### config.mk
export PLATFORM = sky130hd
export DESIGN_NAME = seq_restoring_divider
export DESIGN_NICKNAME = d
export VERILOG_FILES = /design/src/rtl/seq_restoring_divider.sv
export SDC_FILE = /design/constraint.sdc
export NUM_CORES = 1
export LEC_CHECK = 0
export CORE_MARGIN = 5
export CORE_UTILIZATION = 55
export CTS_CLUSTER_SIZE = 40
export DETAILED_ROUTE_END_ITERATION = 10
export GPL_ROUTABILITY_DRIVEN = 0
export PLACE_DENSITY = 0.94
export SYNTH_ARGS = -nofsm -noshare
export SYNTH_HDL_FRONTEND = slang
export SYNTH_SLANG_ARGS = --single-unit
export TNS_END_PERCENT = 100
### constraint.sdc
create_clock -name clk -period 4.55 [get_ports clk]
set_input_delay 0.6825 -clock clk [delete_from_list [all_inputs] [get_ports clk]]
set_output_delay 0.6825 -clock clk [all_outputs]
set_load 0.1 [all_outputs]
### src/rtl/seq_restoring_divider.sv
// Multi-cycle unsigned restoring divider producing one quotient bit per clock.
// Optional macro DIV_ZERO_CHECK_EN: zero divisor short-circuits to DONE and raises div_by_zero.
module seq_restoring_divider #(
    parameter int WIDTH = 4
) (
    input  logic             clk,
    input  logic             rst_n,
    input  logic             start,
    input  logic [WIDTH-1:0] dividend,
    input  logic [WIDTH-1:0] divisor,
    output logic             busy,
    output logic             done,
    output logic [WIDTH-1:0] quotient,
    output logic [WIDTH-1:0] remainder,
    output logic             div_by_zero
);

    localparam int CW = $clog2(WIDTH);
    localparam logic [CW-1:0]    LAST    = CW'(WIDTH - 1);
    localparam logic [WIDTH+1:0] SUM_ONE = {{(WIDTH+1){1'b0}}, 1'b1};

    typedef enum logic [1:0] {S_IDLE, S_RUN, S_DONE} state_t;

    state_t           state_q;
    logic [WIDTH-1:0] d_q, q_q, r_q;
    logic [CW-1:0]    cnt_q;
    logic             busy_q, done_q;
    logic [WIDTH-1:0] quo_q, rem_q;

    logic [WIDTH:0]   r_sh;
    logic [WIDTH+1:0] sum;
    logic             no_borrow;
    logic [WIDTH-1:0] r_d, q_d;
    logic             unused_sum_bit;

    // Trial subtract R - {0,D} as R + ~{0,D} + 1; carry-out set means no borrow.
    always_comb begin
        r_sh      = {r_q, q_q[WIDTH-1]};
        sum       = {1'b0, r_sh} + {1'b0, ~{1'b0, d_q}} + SUM_ONE;
        no_borrow = sum[WIDTH+1];
        r_d       = no_borrow ? sum[WIDTH-1:0] : r_sh[WIDTH-1:0];
        q_d       = {q_q[WIDTH-2:0], no_borrow};
    end

    // A successful trial always leaves a result below D, so bit WIDTH is zero.
    assign unused_sum_bit = sum[WIDTH];

`ifdef DIV_ZERO_CHECK_EN
    logic dz_q;
    assign div_by_zero = dz_q;
`else
    assign div_by_zero = 1'b0;
`endif

    always_ff @(posedge clk) begin
        if (!rst_n) begin
            state_q <= S_IDLE;
            d_q     <= '0;
            q_q     <= '0;
            r_q     <= '0;
            cnt_q   <= '0;
            busy_q  <= 1'b0;
            done_q  <= 1'b0;
            quo_q   <= '0;
            rem_q   <= '0;
`ifdef DIV_ZERO_CHECK_EN
            dz_q    <= 1'b0;
`endif
        end else begin
            case (state_q)
                S_IDLE: begin
                    done_q <= 1'b0;
                    if (start) begin
                        d_q    <= divisor;
                        q_q    <= dividend;
                        r_q    <= '0;
                        cnt_q  <= '0;
                        busy_q <= 1'b1;
`ifdef DIV_ZERO_CHECK_EN
                        if (divisor == '0) begin
                            quo_q   <= '1;
                            rem_q   <= dividend;
                            dz_q    <= 1'b1;
                            done_q  <= 1'b1;
                            state_q <= S_DONE;
                        end else begin
                            dz_q    <= 1'b0;
                            state_q <= S_RUN;
                        end
`else
                        state_q <= S_RUN;
`endif
                    end
                end
                S_RUN: begin
                    q_q   <= q_d;
                    r_q   <= r_d;
                    cnt_q <= cnt_q + 1'b1;
                    if (cnt_q == LAST) begin
                        quo_q   <= q_d;
                        rem_q   <= r_d;
                        done_q  <= 1'b1;
                        state_q <= S_DONE;
                    end
                end
                S_DONE: begin
                    done_q  <= 1'b0;
                    busy_q  <= 1'b0;
                    state_q <= S_IDLE;
                end
                default: begin
                    done_q  <= 1'b0;
                    busy_q  <= 1'b0;
                    state_q <= S_IDLE;
                end
            endcase
        end
    end

    assign busy      = busy_q;
    assign done      = done_q;
    assign quotient  = quo_q;
    assign remainder = rem_q;

endmodule
Yosys cells after proc, flatten, opt, wreduce, memory -nomap -nowiden
Cells that the tools add are included.
W data, S select, Z words.
{"block": "word_totals", "ff_bits": 26, "output_inout_bits": 11, "in_bits": 11, "wordCells": 38}
{"block": "classes", "eq_ne": 4, "reduce_logical": 8, "muxes": 12, "n_bitwise": 2, "n_addsub": 3}
{"cell": "$pmux W4 S2", "count": 2}
{"cell": "$mux W4", "count": 3}
{"cell": "$reduce_and A2 Y1", "count": 6}
{"cell": "$pmux W2 S2", "count": 2}
{"cell": "$add A5 B5 Y6", "count": 1}
{"cell": "$add A6 B1 Y6 const B", "count": 1}
{"cell": "$mux W2", "count": 3}
{"cell": "$not A4 Y5", "count": 1}
{"cell": "$ne A2 B2 Y1 const B", "count": 2}
{"cell": "$add A2 B1 Y2 const B", "count": 1}
{"cell": "$eq A2 B1 Y1 const B", "count": 1}
{"cell": "$eq A2 B2 Y1 const B", "count": 1}
{"cell": "$logic_not A2 Y1", "count": 1}
{"cell": "$pmux W1 S2", "count": 1}
{"cell": "$reduce_bool A2 Y1", "count": 1}
{"cell": "$mux W1", "count": 1}
{"cell": "$not A1 Y1", "count": 1}

Depth between registers and ports, before layout
Gate-level depths: netlist of run 1.
{"block": "depth", "depth_word": 5, "depth_mapped": 7, "mapped_depth_nobuf": 7}

Worst setup path after synthesis of run 1
OpenSTA, ideal clock, no wires.
{"block": "synth_timing", "kind": "reg-to-output", "startpoint": "register busy_q, in the netlist busy", "endpoint": "output port busy", "arrival_time_ns": 0.925, "n_path_buf": 0, "setup_slack_ns": 2.943, "required_time_ns": 3.868, "stages_incl_launch_ff": 1, "path_cell_list": "dfxtp_1"}
{"item": "start: declaration", "line": "27", "rtl": "logic busy_q, done_q;"}
{"item": "start signal: assignment", "line": "62", "rtl": "busy_q <= 1'b0;"}
{"item": "start signal: assignment", "line": "78", "rtl": "busy_q <= 1'b1;"}
{"item": "start signal: assignment", "line": "108", "rtl": "busy_q <= 1'b0;"}
{"item": "end: declaration", "line": "11", "rtl": "output logic busy,"}
No word-level cell between the ends.

Worst setup path after layout of run 1
{"block": "layout_timing", "startpoint": "register quo_q[2], in the netlist quotient[2]", "endpoint": "output port quotient[2]"}
{"item": "start: declaration", "line": "28", "rtl": "logic [WIDTH-1:0] quo_q, rem_q;"}
{"item": "start signal: assignment", "line": "100", "rtl": "quo_q <= q_d;"}
{"item": "end: declaration", "line": "13", "rtl": "output logic [WIDTH-1:0] quotient,"}
No word-level cell between the ends.

==> results of run 1 <==
-- where the power goes --
group / leakage (uW) / total [uW] / switching [uW] / internal [uW]
sequential: 0.000212 / 245 / 7.37 / 238
clock: 0.0000279 / 161 / 71.5 / 89.2
combinational: 0.000351 / 103 / 57.2 / 45.7
total: 0.000591 / 509 / 136 / 373
-- kinds of logic (layout without fill, tap and decap cells) --
logic type,Yosys count,after routing
AND/OR/NAND/NOR,53,53
AO/OA/AOI/OAI,31,31
flip-flops,26,26
buffers and inverters,15,32
adder cells (fa/ha/maj),6,6
multiplexers,6,6
other,1,1
XOR/XNOR,1,1
-- registers in the layout, indices dropped and copies added, names as in the netlist --
name and cells:
q_q 4, r_q 4, done 1, d_q 4
cnt_q 2, quotient 4, busy 1, state_q 2
remainder 4
-- final cells by class --
| class | count | area [sq um] |
|---|---|---|
| Clock buffer | 3 | 22.5 |
| Clock inverter | 1 | 30.0 |
| Fill cell | 178 | 704 |
| Inverter | 8 | 30.0 |
| Multi-Input combinational cell | 98 | 648 |
| Sequential cell | 26 | 520 |
| Tap cell | 28 | 35.0 |
| Timing Repair Buffer | 20 | 200 |
-- cell usage after synthesis (2+ instances only) --
| cell type | n |
|---|---|
| sky130_fd_sc_hd__o211a_1 | 2 |
| sky130_fd_sc_hd__nor2b_1 | 7 |
| sky130_fd_sc_hd__dfxtp_1 | 26 |
| sky130_fd_sc_hd__buf_6 | 2 |
| sky130_fd_sc_hd__inv_1 | 8 |
| sky130_fd_sc_hd__nor3b_1 | 3 |
| sky130_fd_sc_hd__nand2_1 | 18 |
| sky130_fd_sc_hd__mux2i_1 | 5 |
| sky130_fd_sc_hd__ha_1 | 5 |
| sky130_fd_sc_hd__a21boi_1 | 3 |
| sky130_fd_sc_hd__nor2_1 | 14 |
| sky130_fd_sc_hd__o21ai_0 | 8 |
| sky130_fd_sc_hd__and2_1 | 2 |
| sky130_fd_sc_hd__nand3_1 | 2 |
| sky130_fd_sc_hd__clkbuf_1 | 2 |
| sky130_fd_sc_hd__a21oi_1 | 8 |
| sky130_fd_sc_hd__nor3_1 | 2 |
| sky130_fd_sc_hd__o21ai_1 | 3 |
| sky130_fd_sc_hd__buf_4 | 2 |
-- per-stage QoR --
step / util, % / hold slack [ns] / power [uW] / cells / instance area, sq um
2_1_floorplan: - / 0.443 / 331 / 139 / 1250
3_3_place_gp: 65.4 / 0.447 / 348 / 180 / 1430
3_5_place_dp: 65.4 / 0.448 / 354 / 180 / 1430
4_1_cts: 67.8 / 0.471 / 510 / 184 / 1490
5_1_grt: 67.8 / 0.505 / 532 / 184 / 1490
6_report: 67.8 / 0.469 / 509 / 184 / 1490
-- worst paths after layout --
path / to / slack, ns / depth (start not counted)
max: quotient[2] / 2.02 / 1
min: quotient[3] / 0.47 / 2
max reg2reg: r_q[2] / 2.87 / 6
min reg2reg: quotient[3] / 0.47 / 2
-- layer usage --
metal	vias up	global-route usage, %	routed length, microns
li1	498	-	-
met1	469	19.2	1040
met2	25	27.1	1200
met3	7	2.00	74
met4	0	8.94	71
met5	-	0	0
==> metrics.sh, run 1 <==
SYNTH-COMPOUND-AREA-SHARE_PCT=17.3
CRITICAL_PATH_BUFFERS_AND_INVERTERS=1
SYNTH_SIMPLE_GATE_AREA_SHARE_PCT=21.7
CRIT_START='quotient[2]'
YS.WARNINGS.COUNT=0
P_LEAK_uW=0.000591
CRIT_PATH_ARRIVAL_TIME_NS=1.85
RSZ0062_AT_GRT='no'
NUMBER_OF_GLOBAL_ROUTE_VIAS_BEFORE_REPAIR=1021
SYNTHADDERAREAFRAC_PCT=6.61
DIEAREA_SQ_UM=3320
POST-ROUTE-DRC-COUNT=0
LAYOUT.CELLS.MOST_COMMON='sky130_fd_sc_hd__dfxtp_1'
POSTLAYOUTSETUPSLACKWORST_NS=2.02
VIAS_PER_STD_CELL=5.43
IO_PINS=22
WORST-PATH-MAX-FANOUT=2
CLKSLEWWORSTSETUPHOLDPATHS_NS=0.15
NUMBER_OF_REGISTER_BITS_INFERRED_BY_SYNTHESIS=26
SYNTH_TOP_CELLS_BY_AREA='sky130_fd_sc_hd__dfxtp_1 (42%), sky130_fd_sc_hd__nand2_1 (5.4%), sky130_fd_sc_hd__ha_1 (5.0%), sky130_fd_sc_hd__nor2_1 (4.2%), sky130_fd_sc_hd__mux2i_1 (4.0%)'
CTS.HOLD.BUFFERS_ADDED=0
SETUP_VIOL=0
TIMING.CRITICAL_PATH.REQUIRED_NS=3.87
DRT-WIRELENGTH-PER-CELL_MICRONS=13.0
SYNTH_AREA_PER_CELL_SQ_UM=8.98
YOSYS.AREA.TOP_TYPE_SHARE_PCT=41.7
POWER_DENSITY_NORMALIZED_TO_CELL_AREA_nW_PER_UM2=343
SYN-CELL-AREA_SQ_UM=1250
MOST_USED_FLIP_FLOP_CELL_AFTER_SYNTHESIS='sky130_fd_sc_hd__dfxtp_1'
PRE_REPAIR_DR_ITERATION_COUNT=4
AREA_GROWTH_SYN_TO_LAYOUT_PCT=19.0
ANT_DIODES=0
TIMING.SETUP.CRITICAL_PATH_CLASS='register to output pin'
SYNTH_TOP_FAMILY_BY_AREA='simple AND/OR/NAND/NOR gates'
INSERTION_DELAY_TO_THE_LATER_SINK_OF_THE_WORST_SKEW_PAIR_NS=0.33
CELL_COUNT_AFTER_SYNTHESIS=139
TRITONCTS.NUM_BUFFERS=3
TOP_CELL_TYPE_BY_TOTAL_AREA_AFTER_SYNTHESIS='sky130_fd_sc_hd__dfxtp_1'
TOTAL_OVERFLOW_REPORTED_BY_THE_GLOBAL_ROUTER=0
TNS_NS=0
MAXSLEWVIOLCOUNT=0
FINCLKSKEW_NS=0.00876
POST-DP-HPWL_MM=1.80
POST_CTS_SETUP_REPAIR_BUFFER_COUNT=0
HOLD_PATH.STARTPOINT='quotient[3]'
SYNTHARSTFLOPSHARE_PCT=0
LARGEST_NET_DEGREE_AT_THE_START_OF_GLOBAL_ROUTING=24
IR_WORST_VDD_V=0.000285
ROUTED_WL_MM=2.39
ANTENNA_FOUND_INITIAL=0
SYNTH_XOR_AREA_SHARE_PCT=0.701
WORSTREG2REGSTART='d_q[2]'
MAX_CLOCK_FREQ_MHz=395
STD_CELL_ROWS=17
SETUP.WORST_PATH.START_CLASS='register'
MAXCAPVIOLCOUNT=0
POSTROUTEANTENNANETS=0
YOSYS.CELL_TYPES.COUNT=36
TIMING.FINAL.CRIT_SHARE_PCT=55.6
CELL_AT_THE_ROOT_OF_THE_CLOCK_TREE='sky130_fd_sc_hd__clkbuf_4'
GROUTE.USAGE.OVERALL_PCT=15.9
RUN_STATUS='complete, no violations'
WIRE_LENGTH_OF_THE_FIRST_GLOBAL_ROUTING_PASS_MM=4.20
CRITPATHCAPTURETYPE='output pin'
HOLD_VIOLATIONS=0
SYNTH-SEQ-AREA-SHARE_PCT=41.7
VIA_COUNT=999
INITIAL_CORE_UTIL_PCT=57.0
HP-CLASS='register to register'
CLOCK_SINKS=26
SYNTH_MUX_AREA_SHARE_PCT=5.21
SYNTH-EDFF-COUNT=0
SLEW-LIMIT-HEADROOM_PCT=35.0
CLOCK_PATH_BUFFERS=2
SLOWEST_DELAY_NS=1.14
CRITICAL-PATH-SLOWEST-CELL='sky130_fd_sc_hd__clkdlybuf4s50_1'
CTS_TREE='yes'
FLOORPLAN.DIE.WIDTH_MICRONS=57.7
PLACEMENT.IO_BUFFERS=20
CTS-HTREE-LEVELS=1
FINAL_CELL_MIX='sky130_fd_sc_hd__dfxtp_1 (26), sky130_fd_sc_hd__clkdlybuf4s50_1 (20), sky130_fd_sc_hd__nand2_1 (18)'
FP.COREAREA_SQ_UM=2190
DETAIL_ROUTE.ITER0.VIOLATIONS=17
LAYOUT-DRIVE-GT1-SHARE_PCT=7.69
WORST-SLEW-PIN-TRANSITION_NS=0.972
DESIGN.FINAL.NETS=174
FINAL_PERIOD_MINUS_WORST_SETUP_SLACK_NS=2.53
CHIPHEIGHT_MICRONS=57.7
CRITICAL_PATH.TOP_DELAY_FAMILY='buffers and inverters'
CRITICAL_PATH_CELL_BY_CELL='clkdlybuf4s50_1'
DP_SLACK_NS=2.22
POST_SYNTHESIS_NET_COUNT=156
QUANTITY_OF_GATES_RESIZED_FOLLOWING_CTS=0
(Power assumes the default switching activity.)
==> inputs of run 2 (changes only) <==
--- a/config.mk
+++ b/config.mk
@@ -6,11 +6,11 @@
 export NUM_CORES = 1
 export LEC_CHECK = 0
 export CORE_MARGIN = 5
-export CORE_UTILIZATION = 55
+export CORE_UTILIZATION = 51
 export CTS_CLUSTER_SIZE = 40
 export DETAILED_ROUTE_END_ITERATION = 10
 export GPL_ROUTABILITY_DRIVEN = 0
-export PLACE_DENSITY = 0.94
+export PLACE_DENSITY = 0.89
 export SYNTH_ARGS = -nofsm -noshare
 export SYNTH_HDL_FRONTEND = slang
 export SYNTH_SLANG_ARGS = --single-unit
==> constraint.sdc (replaced) <==
create_clock -name clk -period 2.5 [get_ports clk]
set_input_delay 0.375 -clock clk [delete_from_list [all_inputs] [get_ports clk]]
set_output_delay 0.375 -clock clk [all_outputs]
set_load 0.1 [all_outputs]
==> run 2 against run 1 <==
Compared with the run above: count of clock-buffer cells in the layout unchanged; first-iteration DRC count up 29%; die area up 6.4%; flip-flop and latch count unchanged; clock skew up 0.010 ns.
==> metrics.sh, run 2 (synthesis results as in run 1) <==
RUN_STATUS='complete, no violations'
ROUTED_WL_MM=2.56  # +7.3%
SETUP.WORST_PATH.START_CLASS='register'
CLOCK_SINKS=26  # unchanged
PRE_REPAIR_DR_ITERATION_COUNT=6  # +2
SETUP_VIOL=0  # unchanged
DRT-WIRELENGTH-PER-CELL_MICRONS=13.6  # +5.0%
TOTAL_OVERFLOW_REPORTED_BY_THE_GLOBAL_ROUTER=0  # unchanged
FP.COREAREA_SQ_UM=2410  # +10%
VIAS_PER_STD_CELL=5.39  # -0.76%
AREA_GROWTH_SYN_TO_LAYOUT_PCT=18.4
DPL-INSTANCE-AREA_SQ_UM=1430  # -0.52%
DIEAREA_SQ_UM=3540  # +6.4%
MAX_CLOCK_FREQ_MHz=596
DETAIL_ROUTE.ITER0.VIOLATIONS=22  # +5
LAYOUT-DRIVE-GT1-SHARE_PCT=15.2  # +7.5 points
P_LEAK_uW=0.000621  # +5.0%
FINAL_PERIOD_MINUS_WORST_SETUP_SLACK_NS=1.68
ANTENNA_FOUND_INITIAL=0  # unchanged
MAXSLEWVIOLCOUNT=0  # unchanged
CHIPHEIGHT_MICRONS=59.5  # +3.2%
HP-CLASS='register to register'
ANT_DIODES=0  # unchanged
IO_PINS=22  # unchanged
CRITICAL-PATH-SLOWEST-CELL='sky130_fd_sc_hd__nor2b_1'
WIRE_LENGTH_OF_THE_FIRST_GLOBAL_ROUTING_PASS_MM=4.34  # +3.5%
CLKSLEWWORSTSETUPHOLDPATHS_NS=0.15  # about the same
TNS_NS=0  # unchanged
TIMING.SETUP.CRITICAL_PATH_CLASS='register to register'
TRITONCTS.NUM_BUFFERS=3  # unchanged
FILLERINSTANCES=198  # +11%
DESIGN.FINAL.NETS=176  # +1.1%
QUANTITY_OF_GATES_RESIZED_FOLLOWING_CTS=0  # unchanged
POST-ROUTE-DRC-COUNT=0  # unchanged
SLEW-LIMIT-HEADROOM_PCT=63.3  # +28 points
GROUTE.USAGE.OVERALL_PCT=16.0  # +0.13 points
FIN_AREA_SQ_UM=1480  # -0.51%
CTS_TREE='yes'
TIMING.FINAL.CRIT_SHARE_PCT=67.1
CTS.HOLD.BUFFERS_ADDED=0  # unchanged
CELL_AT_THE_ROOT_OF_THE_CLOCK_TREE='sky130_fd_sc_hd__clkbuf_4'
CRITPATHCAPTURETYPE='register'
CTS-HTREE-LEVELS=1  # unchanged
IR_WORST_VDD_V=0.000500  # +75%
POSTROUTEANTENNANETS=0  # unchanged
POST_CTS_SETUP_REPAIR_BUFFER_COUNT=0  # unchanged
MAXCAPVIOLCOUNT=0  # unchanged
INSERTION_DELAY_TO_THE_LATER_SINK_OF_THE_WORST_SKEW_PAIR_NS=0.34  # about the same
NUMBER_OF_GLOBAL_ROUTE_VIAS_BEFORE_REPAIR=1032  # +1.1%
LARGEST_NET_DEGREE_AT_THE_START_OF_GLOBAL_ROUTING=23  # -4.2%
CLOCK_PATH_BUFFERS=2  # unchanged
STD_CELL_ROWS=18  # +1
FINAL_CELL_MIX='sky130_fd_sc_hd__dfxtp_1 (26), sky130_fd_sc_hd__nand2_1 (18), sky130_fd_sc_hd__nor2_1 (14)'
CRIT_PATH_ARRIVAL_TIME_NS=1.96  # +0.11 ns
PLACEMENT.IO_BUFFERS=20  # unchanged
HOLD_VIOLATIONS=0  # unchanged
LAYOUT.CELLS.MOST_COMMON='sky130_fd_sc_hd__dfxtp_1'
FIN_UTIL_PCT=61.4  # -6.5 points
POWER_DENSITY_NORMALIZED_TO_CELL_AREA_nW_PER_UM2=629  # +84%
CRITICAL_PATH_CELL_BY_CELL='nor2b_1 > and2_1 > nor2_1 > nor3b_2'
TIMING.CRITICAL_PATH.REQUIRED_NS=2.78  # -1.09 ns
WORST-PATH-MAX-FANOUT=9  # +7
FLOORPLAN.DIE.WIDTH_MICRONS=59.5  # +3.2%
VIA_COUNT=1013  # +1.4%
INITIAL_CORE_UTIL_PCT=51.8  # -5.2 points
FINCLKSKEW_NS=0.0189  # +0.0102 ns
POST-DP-HPWL_MM=2.02  # +12%
SLOWEST_DELAY_NS=0.49  # -0.65 ns
RSZ0062_AT_GRT='no'
WORST-SLEW-PIN-TRANSITION_NS=0.549  # -0.423 ns
## run 2: changes by cell type in the layout (fill, tap and decap cells not counted)
cell	previous run	this run
sky130_fd_sc_hd__buf_4	0	12
sky130_fd_sc_hd__clkdlybuf4s50_1	20	10
## run 2: layout make-up
type                       instances  area (sq um)  area share (%)
inverter                           8          30.0            2.03
clock inverter                     1          30.0            2.03
timing repair buffer              22           190            12.9
tap                               30          37.5            2.54
sequential                        26           520            35.2
clock buffer                       3          22.5            1.52
multi-input combinational         98           648            43.8
## run 2: worst max-delay path: cells and delay by family, from the launching register on
kind             cells  cell delay, ns
DFF                  1            0.42
and+or+nand+nor      4            1.21
## run 2: where the power goes
part | switching [uW] | internal, uW
combinational | 105 | 85.5
clock | 130 | 162
sequential | 13.3 | 433
total | 249 | 681
## run 2: path summary, 6_finish.rpt
check | cells after the start | slack, ns | end | startpoint
max | 4 | 0.82 | quotient[0] | state_q[0]
min | 2 | 0.47 | quotient[3] | quotient[3]
max reg2reg | 4 | 0.82 | quotient[0] | state_q[0]
min reg2reg | 2 | 0.47 | quotient[3] | quotient[3]
## run 2: per-stage QoR
stage               total power, uW  worst slack (ns)  hold slack [ns]  cells
detailed placement              646             0.508            0.451    184
global route                    968             0.648            0.491    188
CTS                             926             0.804            0.473    188
floorplan                       602             0.991            0.443    139
finish                          930             0.823            0.471    188
global placement                636             0.595            0.446    184
## run 2: routing by layer
metal  track usage [%]  vias to the layer above  wire (microns)
li1                  -                      508               -
met1              18.4                      462            1040
met2              27.6                       34            1300
met3              3.05                        9             111
met4              8.74                        0             106
met5                 0                        -               0
==> inputs of run 3 (changes only) <==
==> constraint.sdc (replaced) <==
create_clock -name clk -period 1.7 [get_ports clk]
set_input_delay 0.255 -clock clk [delete_from_list [all_inputs] [get_ports clk]]
set_output_delay 0.255 -clock clk [all_outputs]
set_load 0.1 [all_outputs]
==> run 3 against run 2 <==
Compared with the run above: utilization is 9.1 points higher; die area stayed put; via count is 2.7% higher; critical path type unchanged; critical endpoint is now r_q[1].
==> metrics.sh, run 3 (synthesis results as in run 1) <==
IR_WORST_VDD_V=0.000733  # +47%
STD_CELL_ROWS=18  # unchanged
CELL_AT_THE_ROOT_OF_THE_CLOCK_TREE='sky130_fd_sc_hd__clkbuf_4'
WIRE_LENGTH_OF_THE_FIRST_GLOBAL_ROUTING_PASS_MM=4.55  # +4.9%
FINAL_PERIOD_MINUS_WORST_SETUP_SLACK_NS=1.64  # -0.0340 ns
POWER_DENSITY_NORMALIZED_TO_CELL_AREA_nW_PER_UM2=838  # +33%
TIMING.SETUP.CRITICAL_PATH_CLASS='register to register'
CRIT_START='r_q[0]'
CLOCK_SINKS=26  # unchanged
VIA_COUNT=1040  # +2.7%
TIMING.CRITICAL_PATH.REQUIRED_NS=1.92  # -0.86 ns
CLKSLEWWORSTSETUPHOLDPATHS_NS=0.15  # about the same
RUN_STATUS='complete, no violations'
IO_PINS=22  # unchanged
ANTENNA_FOUND_INITIAL=0  # unchanged
PLACEMENT.IO_BUFFERS=20  # unchanged
PRE_REPAIR_DR_ITERATION_COUNT=4  # -2
LARGEST_NET_DEGREE_AT_THE_START_OF_GLOBAL_ROUTING=17  # -26%
SETUP_VIOL=0  # unchanged
P_LEAK_uW=0.000673  # +8.4%
CTS-HTREE-LEVELS=1  # unchanged
HOLD_PATH.STARTPOINT='q_q[1]'
INSTANCES_NO_FILL=193  # +2.7%
DESIGN.FINAL.NETS=181  # +2.8%
CHIPHEIGHT_MICRONS=59.5  # unchanged
POSTLAYOUTSETUPSLACKWORST_NS=0.0565  # -0.766 ns
DRT-WIRELENGTH-PER-CELL_MICRONS=14.2  # +4.6%
HOLD_VIOLATIONS=0  # unchanged
CRITPATHCAPTURETYPE='register'
FLOORPLAN.DIE.WIDTH_MICRONS=59.5  # unchanged
WORSTREG2REGSTART='r_q[0]'
LAYOUT-DRIVE-GT1-SHARE_PCT=22.1  # +6.9 points
SETUP.WORST_PATH.START_CLASS='register'
POSTROUTEANTENNANETS=0  # unchanged
FP.COREAREA_SQ_UM=2410  # unchanged
AREA_GROWTH_SYN_TO_LAYOUT_PCT=36.0
HP-CLASS='register to register'
PLACEDCELLCOUNT=188  # +2.2%
TIMING.HOLD.WS_NS=0.481  # +0.00956 ns
INSERTION_DELAY_TO_THE_LATER_SINK_OF_THE_WORST_SKEW_PAIR_NS=0.33  # about the same
DETAIL_ROUTE.ITER0.VIOLATIONS=44  # +100%
DIEAREA_SQ_UM=3540  # unchanged
POST-ROUTE-DRC-COUNT=0  # unchanged
LAYOUT.CELLS.MOST_COMMON='sky130_fd_sc_hd__dfxtp_1'
CRIT_PATH_ARRIVAL_TIME_NS=1.86  # -0.10 ns
FINAL_CELL_MIX='sky130_fd_sc_hd__dfxtp_1 (25), sky130_fd_sc_hd__nand2_1 (18), sky130_fd_sc_hd__nor2_1 (14)'
MAX_CLOCK_FREQ_MHz=608  # +2.1%
NUMBER_OF_GLOBAL_ROUTE_VIAS_BEFORE_REPAIR=1048  # +1.6%
CLOCK_PATH_BUFFERS=2  # unchanged
VIAS_PER_STD_CELL=5.39  # about the same
RSZ0062_AT_GRT='yes'
INITIAL_CORE_UTIL_PCT=51.8  # unchanged
ANT_DIODES=0  # unchanged
TOTAL_OVERFLOW_REPORTED_BY_THE_GLOBAL_ROUTER=0  # unchanged
MAXCAPVIOLCOUNT=0  # unchanged
POST-DP-HPWL_MM=1.99  # -1.1%
TRITONCTS.NUM_BUFFERS=3  # unchanged
WORST-PATH-MAX-FANOUT=5  # -4
GROUTE.USAGE.OVERALL_PCT=17.0  # +0.94 points
TIMING.FINAL.CRIT_SHARE_PCT=96.7  # +30 points
CTS_TREE='yes'
MAXSLEWVIOLCOUNT=0  # unchanged
DP_SLACK_NS=-0.0226  # -0.531 ns
FILLERINSTANCES=184  # -7.1%
TNS_NS=0  # unchanged
FINCLKSKEW_NS=0.0150  # -0.00398 ns
ROUTED_WL_MM=2.75  # +7.4%
run 3: changes by cell type in the layout (fill, tap and decap cells not counted), sizes merged:
cell,previous run,this run
buf,12,17
run 3: final cells by class:
type | count | area [sq um] | share of cell area, %
Sequential cell | 26 | 522 | 30.7
Timing Repair Buffer | 27 | 365 | 21.5
Clock buffer | 3 | 22.5 | 1.33
Clock inverter | 1 | 30.0 | 1.77
Tap cell | 30 | 37.5 | 2.21
Inverter | 8 | 30.0 | 1.77
Multi-Input combinational cell | 98 | 691 | 40.7
run 3: final timing paths:
check / cells after the start / end / slack, ns
hold / removal: 2 / quotient[2] / 0.48
setup reg to reg: 5 / r_q[1] / 0.06
hold reg to reg: 2 / quotient[2] / 0.48
setup / recovery: 5 / r_q[1] / 0.06
run 3: worst max-delay path: stages, from the launching register on:
cell	delay, ns
sky130_fd_sc_hd__dfxtp_1	0.38
sky130_fd_sc_hd__ha_1	0.35
sky130_fd_sc_hd__nand2b_4	0.08
sky130_fd_sc_hd__o221ai_4	0.31
sky130_fd_sc_hd__mux2i_2	0.31
sky130_fd_sc_hd__o21ai_0	0.12
run 3: per-layer routing:
| layer | global-route usage, % | part of all wire (%) |
|---|---|---|
| met2 | 30.1 | 53 |
| met4 | 8.09 | 1.7 |
| met1 | 19.3 | 40 |
| met5 | 0 | 0 |
| met3 | 3.05 | 4.4 |
run 3: what timing repair did:
action | in CTS | in global routing
hold buffers | 0 | 0
setup endpoints to repair | 3 | 6
setup buffers | 1 | 0
pin swaps | 1 | 1
resized for setup | 3 | 6
run 3: power by group:
group	switching, uW	total [uW]	internal (uW)	leakage, uW
registers	23.3	661	638	0.000212
logic	171	341	170	0.000433
clock network	182	420	239	0.0000279
run 3: metrics by stage:
step / instance area [sq um] / total power (uW) / util (%)
4_1_cts: 1670 / 1410 / 69.3
3_5_place_dp: 1590 / 971 / 66.1
6_report: 1700 / 1420 / 70.5
3_3_place_gp: 1590 / 955 / 66.1
2_1_floorplan: 1250 / 885 / -
5_1_grt: 1700 / 1490 / 70.5
